[src/rtl/store_buffer.sv]
// store_buffer
//   Posted-write buffer between the load/store path and Data_Mem. Stores are
//   queued in a circular FIFO and drained in order, one per cycle in which the
//   memory port is not needed by a load that misses the buffer. Loads always
//   get the port first.
//
//   Build option: SB_FWD_EN
//     defined   - a load that hits a queued store is forwarded from the
//                 youngest matching entry (no stall, no memory read).
//     undefined - a load that hits a queued store stalls until no entry
//                 matches; ld_data is 0 while stalled.
//
//   Ports
//     clk, rst_n                    clock, async active-low reset
//     st_valid/st_addr/st_data      store request
//     st_ready                      store accepted when st_valid && st_ready
//     ld_valid/ld_addr              load request (combinational service)
//     ld_data, ld_stall             load result / load must be held
//     flush_req, flush_done         drain request / one-cycle completion pulse
//     count                         occupied entries
//     mem_read/mem_write/mem_addr/mem_wdata/mem_rdata   Data_Mem port
module store_buffer #(
  parameter int AW    = 8,
  parameter int DW    = 8,
  parameter int DEPTH = 4
) (
  input  logic                         clk,
  input  logic                         rst_n,
  input  logic                         st_valid,
  input  logic [AW-1:0]                st_addr,
  input  logic [DW-1:0]                st_data,
  output logic                         st_ready,
  input  logic                         ld_valid,
  input  logic [AW-1:0]                ld_addr,
  output logic [DW-1:0]                ld_data,
  output logic                         ld_stall,
  input  logic                         flush_req,
  output logic                         flush_done,
  output logic [$clog2(DEPTH+1)-1:0]   count,
  output logic                         mem_read,
  output logic                         mem_write,
  output logic [AW-1:0]                mem_addr,
  output logic [DW-1:0]                mem_wdata,
  input  logic [DW-1:0]                mem_rdata
);

  localparam int PW = $clog2(DEPTH);
  localparam int CW = $clog2(DEPTH+1);

  typedef enum logic [1:0] {RUN, FLUSH, DONE} state_t;

  state_t          state;
  logic [AW-1:0]   addr_q [DEPTH];
  logic [DW-1:0]   data_q [DEPTH];
  logic [PW-1:0]   head;
  logic [PW-1:0]   tail;
  logic [PW-1:0]   slot;
  logic            hit;
  logic [DW-1:0]   fwd_data;
  logic            miss_rd;
  logic            push;
  logic            pop;
  logic [CW-1:0]   count_next;

  // Search only occupied slots, oldest to youngest, so the last match
  // (the youngest store to that address) wins.
  always_comb begin
    hit      = 1'b0;
    fwd_data = '0;
    slot     = '0;
    for (int k = 0; k < DEPTH; k++) begin
      slot = head + PW'(k);
      if (ld_valid && (CW'(k) < count) && (addr_q[slot] == ld_addr)) begin
        hit      = 1'b1;
        fwd_data = data_q[slot];
      end
    end
  end

  // rst_n gates the port so nothing reaches Data_Mem while reset is held.
  assign miss_rd    = rst_n && ld_valid && !hit;
  assign pop        = rst_n && !miss_rd && (count != '0);
  assign st_ready   = (state == RUN) && (count < CW'(DEPTH));
  assign push       = st_valid && st_ready;
  assign count_next = count + CW'(push) - CW'(pop);

  always_comb begin
    mem_read  = 1'b0;
    mem_write = 1'b0;
    mem_addr  = '0;
    mem_wdata = '0;
    ld_data   = '0;
    ld_stall  = 1'b0;
    if (miss_rd) begin
      mem_read = 1'b1;
      mem_addr = ld_addr;
      ld_data  = mem_rdata;
    end else if (pop) begin
      mem_write = 1'b1;
      mem_addr  = addr_q[head];
      mem_wdata = data_q[head];
    end
`ifdef SB_FWD_EN
    if (rst_n && hit) ld_data = fwd_data;
`else
    if (rst_n && hit) ld_stall = 1'b1;
`endif
  end

  // Entry storage carries no reset; occupancy is tracked by the pointers.
  always_ff @(posedge clk) begin
    if (push) begin
      addr_q[tail] <= st_addr;
      data_q[tail] <= st_data;
    end
  end

  always_ff @(posedge clk or negedge rst_n) begin
    if (!rst_n) begin
      head       <= '0;
      tail       <= '0;
      count      <= '0;
      state      <= RUN;
      flush_done <= 1'b0;
    end else begin
      if (push) tail <= tail + PW'(1);
      if (pop)  head <= head + PW'(1);
      count      <= count_next;
      flush_done <= 1'b0;
      case (state)
        RUN:     if (flush_req) state <= FLUSH;
        FLUSH:   if (count_next == '0) begin
                   state      <= DONE;
                   flush_done <= 1'b1;
                 end
        DONE:    state <= RUN;
        default: state <= RUN;
      endcase
    end
  end

endmodule

[config.mk]
export PLATFORM = sky130hd
export DESIGN_NAME = store_buffer
export DESIGN_NICKNAME = d
export VERILOG_FILES = /design/src/rtl/store_buffer.sv
export SDC_FILE = /design/constraint.sdc
export NUM_CORES = 1
export LEC_CHECK = 0
export CAP_MARGIN = 10
export CORE_ASPECT_RATIO = 0.8
export CORE_UTILIZATION = 38
export CTS_CLUSTER_DIAMETER = 60
export DETAILED_ROUTE_END_ITERATION = 16
export PLACE_DENSITY = 0.62
export SLEW_MARGIN = 30
export SYNTH_ARGS = -nofsm -noshare
export SYNTH_HDL_FRONTEND = slang
export SYNTH_SLANG_ARGS = --single-unit
[constraint.sdc]
create_clock -name clk -period 3.55 [get_ports clk]
set_input_delay 0.5325 -clock clk [delete_from_list [all_inputs] [get_ports clk]]
set_output_delay 0.5325 -clock clk [all_outputs]
set_load 0.02 [all_outputs]
==> flow_summary.toml <==
[layout]
final_util_pct = 58.4
area_growth_pct = 47.6
fill_cells = 855
antennaDiodeCount = 0
nets = 474
drive_gt1_share_pct = 44.3

[logic_synthesis]
synth_nets = 345
syn_inst = 299
synthesis.area_sq_um = 4120
synth_flop_cell = "edfxtp_1"
synth-seq-cells = 74
ys_types = 44
synth-edff-count = 64
synth_seq_area_share_pct = 52.7
async_flop_share_pct = 13.5
yosys_warnings = 0
avgSynthCellArea_sq_um = 13.8

[global_routing]
antenna_found_initial = 0
grt_use_total_pct = 19.0
grt_max_degree = 17
grtUsageMet3_pct = 4.90
grt.busiest_layer = "met2"
met1_usage_pct = 24.2
grt_pass1_vias = 2931
overflow = 0
met2_usage_pct = 32.1
grt_pass1_wl_um = 15800

[worst_setup_path]
required_ns = 3.82
crit_fanout = 4
path_class = "reg -> reg"
end_kind = "flip-flop"
arrival_ns = 3.93
startpoint_type = "flip-flop"

[cts]
clk_pin_slew_ns = 0.06
cts_tree = "done"
cts_hold_buf = 0
root_buffer = "clkbuf_16"
clock-sinks = 74
clock_latency_ns = 0.34
cts_htree_levels = 3
numCtsBuffers = 9
clockBufferDepth = 2

[timing]
skew_ns = 0.00750
finalMaxSlewViolations = 0
tightest_slew_ns = 0.703
slew_headroom_pct = 52.8
setup_slack_ns = -0.114
fin_crit_sh_pct = 103
period_needed_ns = 3.66
rsz0062_at_grt = "yes"
setup_violations = 13
finalSetupTns_ns = -0.984
max_freq_ghz = 0.273
hold_viol = 0

[detailed_routing]
via_count = 2885
drtPass1Iterations = 4
wl_um = 10300
drtAntennaViolNets = 0
viasPerCell = 5.03
drt_drc_violations_left = 0
drtIter0Drc = 98
post_drt_wl_per_cell_um = 18.0

[hold_path]
min_path_type = "reg -> reg"

[floorplan]
fp.dieW_um = 118
core_sq_um = 10400
rows = 33
num_io_pins = 69
die_h_um = 95.1
die-area_sq_um = 11300
initial_core_util_pct = 39.6

[power_and_ir_drop]
power_density_nw_per_um2 = 712
design_power_total_mw = 4.33
peakVddDrop_v = 0.000353
p_leak_nw = 2.32

[run_status]
status = "complete, but fails checks"
violations = "negative setup slack"

[place]
place_congestion = 0.818
dp_hpwl_um = 6800
portBuffers = 68

[flow_run]
maxCapViolations = 0
-- cells in the mapped netlist (2+ instances only) --
| cell | n | area (sq um) |
|---|---|---|
| mux2i_1 | 32 | 320 |
| a21oi_2 | 2 | 17.5 |
| and3b_1 | 2 | 17.5 |
| and3_1 | 12 | 75.1 |
| edfxtp_1 | 64 | 1920 |
| nor2b_1 | 2 | 12.5 |
| nor4_1 | 2 | 12.5 |
| ha_1 | 8 | 100 |
| clkbuf_1 | 10 | 37.5 |
| nand3_1 | 10 | 50.1 |
| and2_1 | 13 | 81.3 |
| o21ai_0 | 6 | 30.0 |
| a21oi_1 | 4 | 20.0 |
| buf_2 | 2 | 10.0 |
| o311ai_0 | 3 | 26.3 |
| nor2_1 | 5 | 18.8 |
| nand2_1 | 4 | 15.0 |
| nor3_1 | 6 | 30.0 |
| a211oi_1 | 6 | 45.0 |
| inv_1 | 11 | 41.3 |
| mux2_4 | 4 | 60.1 |
| xnor2_1 | 31 | 272 |
| mux2_2 | 4 | 45.0 |
| nor4_2 | 2 | 25.0 |
| mux4_2 | 12 | 270 |
| buf_6 | 6 | 67.6 |
| dfrtp_1 | 10 | 250 |
| xor2_1 | 10 | 87.6 |
-- cell usage in the layout (no fill, tap or decap), types with 3 or more instances in the layout --
master	synthesis	layout
mux2i_2	1	6
mux2_4	4	4
nor2_1	5	5
and3_1	12	10
and2_4	1	9
edfxtp_1	64	64
nor3_1	6	4
nand2_1	4	4
buf_4	1	57
a21oi_2	2	5
clkbuf_16	0	9
mux2i_1	32	17
clkdlybuf4s50_1	0	41
ha_1	8	6
mux2_2	4	4
buf_12	0	4
buf_2	2	7
xnor2_1	31	28
mux2i_4	0	10
mux4_2	12	12
a211oi_1	6	6
and2_1	13	6
dfrtp_1	10	9
inv_1	11	9
inv_6	0	3
xor2_1	10	9
xnor2_2	0	3
nand3_1	10	9
o311ai_0	3	3
buf_6	6	30
-- through the flow --
| step | worst slack, ns | area, sq um | hold WS [ns] | std cells |
|---|---|---|---|---|
| after floorplan | 0.00996 | 4120 | 0.237 | 299 |
| after global placement | -0.264 | 5240 | 0.455 | 536 |
| after detailed placement | -0.320 | 5240 | 0.481 | 536 |
| after CTS | -0.223 | 5860 | 0.495 | 573 |
| after global routing | -0.268 | 6080 | 0.513 | 573 |
| final | -0.114 | 6080 | 0.495 | 573 |
-- layer usage --
| layer | part of all wire (%) | vias up |
|---|---|---|
| met4 | 1.3 | 0 |
| met3 | 5.2 | 8 |
| met2 | 48 | 87 |
| met1 | 45 | 1417 |
| li1 | - | 1373 |
| met5 | 0 | - |
-- power breakdown --
group	switching, mW	internal [mW]
logic	1.07	1.25
registers	0.0815	1.05
clock network	0.396	0.493
-- worst max-delay path, stage by stage, from the launching register on --
cell	delay (ns)
dfrtp_4	0.53
buf_12	0.17
mux2i_4	0.19
mux2i_2	0.21
xor2_1	0.12
or4_4	0.54
nor3_4	0.16
nor4_4	0.09
a21oi_4	0.22
ha_4	0.24
inv_4	0.05
ha_4	0.12
inv_2	0.04
fa_2	0.36
xor2_2	0.16
nor3_2	0.22
and3b_1	0.19
-- registers in the layout, indices dropped and copies added (netlist names) --
name / count
addr_q: 32
head: 2
flush_done: 1
data_q: 32
tail: 2
state: 2
count: 3
-- area by class of cell --
| type | instances | area (sq um) | area share (%) |
|---|---|---|---|
| clock buffer | 9 | 225 | 3.70 |
| clock inverter | 7 | 70.1 | 1.15 |
| inverter | 12 | 47.5 | 0.782 |
| multi-input combinational | 192 | 2100 | 34.5 |
| sequential | 74 | 2180 | 35.8 |
| tap | 140 | 175 | 2.88 |
| timing repair buffer | 139 | 1290 | 21.2 |
-- cells by family after synthesis --
group	Yosys count	synth area share (%)
flip-flops	74	52.7
AND/OR/NAND/NOR	63	9.51
multiplexers	53	17.2
XOR/XNOR	41	8.72
buffers and inverters	34	4.65
AO/OA/AOI/OAI	25	4.25
adder cells (fa/ha/maj)	9	2.92
-- what timing repair did --
action                                  CTS  global route
endpoints found under the setup margin   30            32
gates resized for setup                 194            39
endpoints found under the hold margin     0             0
pin swaps                                10            20
setup buffers                            20             1
cloned                                    2             0
-- final timing paths --
| kind | startpoint | to | slack [ns] | depth (start not counted) |
|---|---|---|---|---|
| max | head[1] | state[1] | -0.11 | 16 |
| min | state[1] | state[0] | 0.49 | 1 |
| max reg2reg | head[1] | state[1] | -0.11 | 16 |
| min reg2reg | state[1] | state[0] | 0.49 | 1 |
| max in group asynchronous | rst_n | tail[0] | 2.81 | 2 |
| min in group asynchronous | rst_n | head[0] | 0.58 | 2 |
No activity file was read; power rests on OpenSTA's default activity.
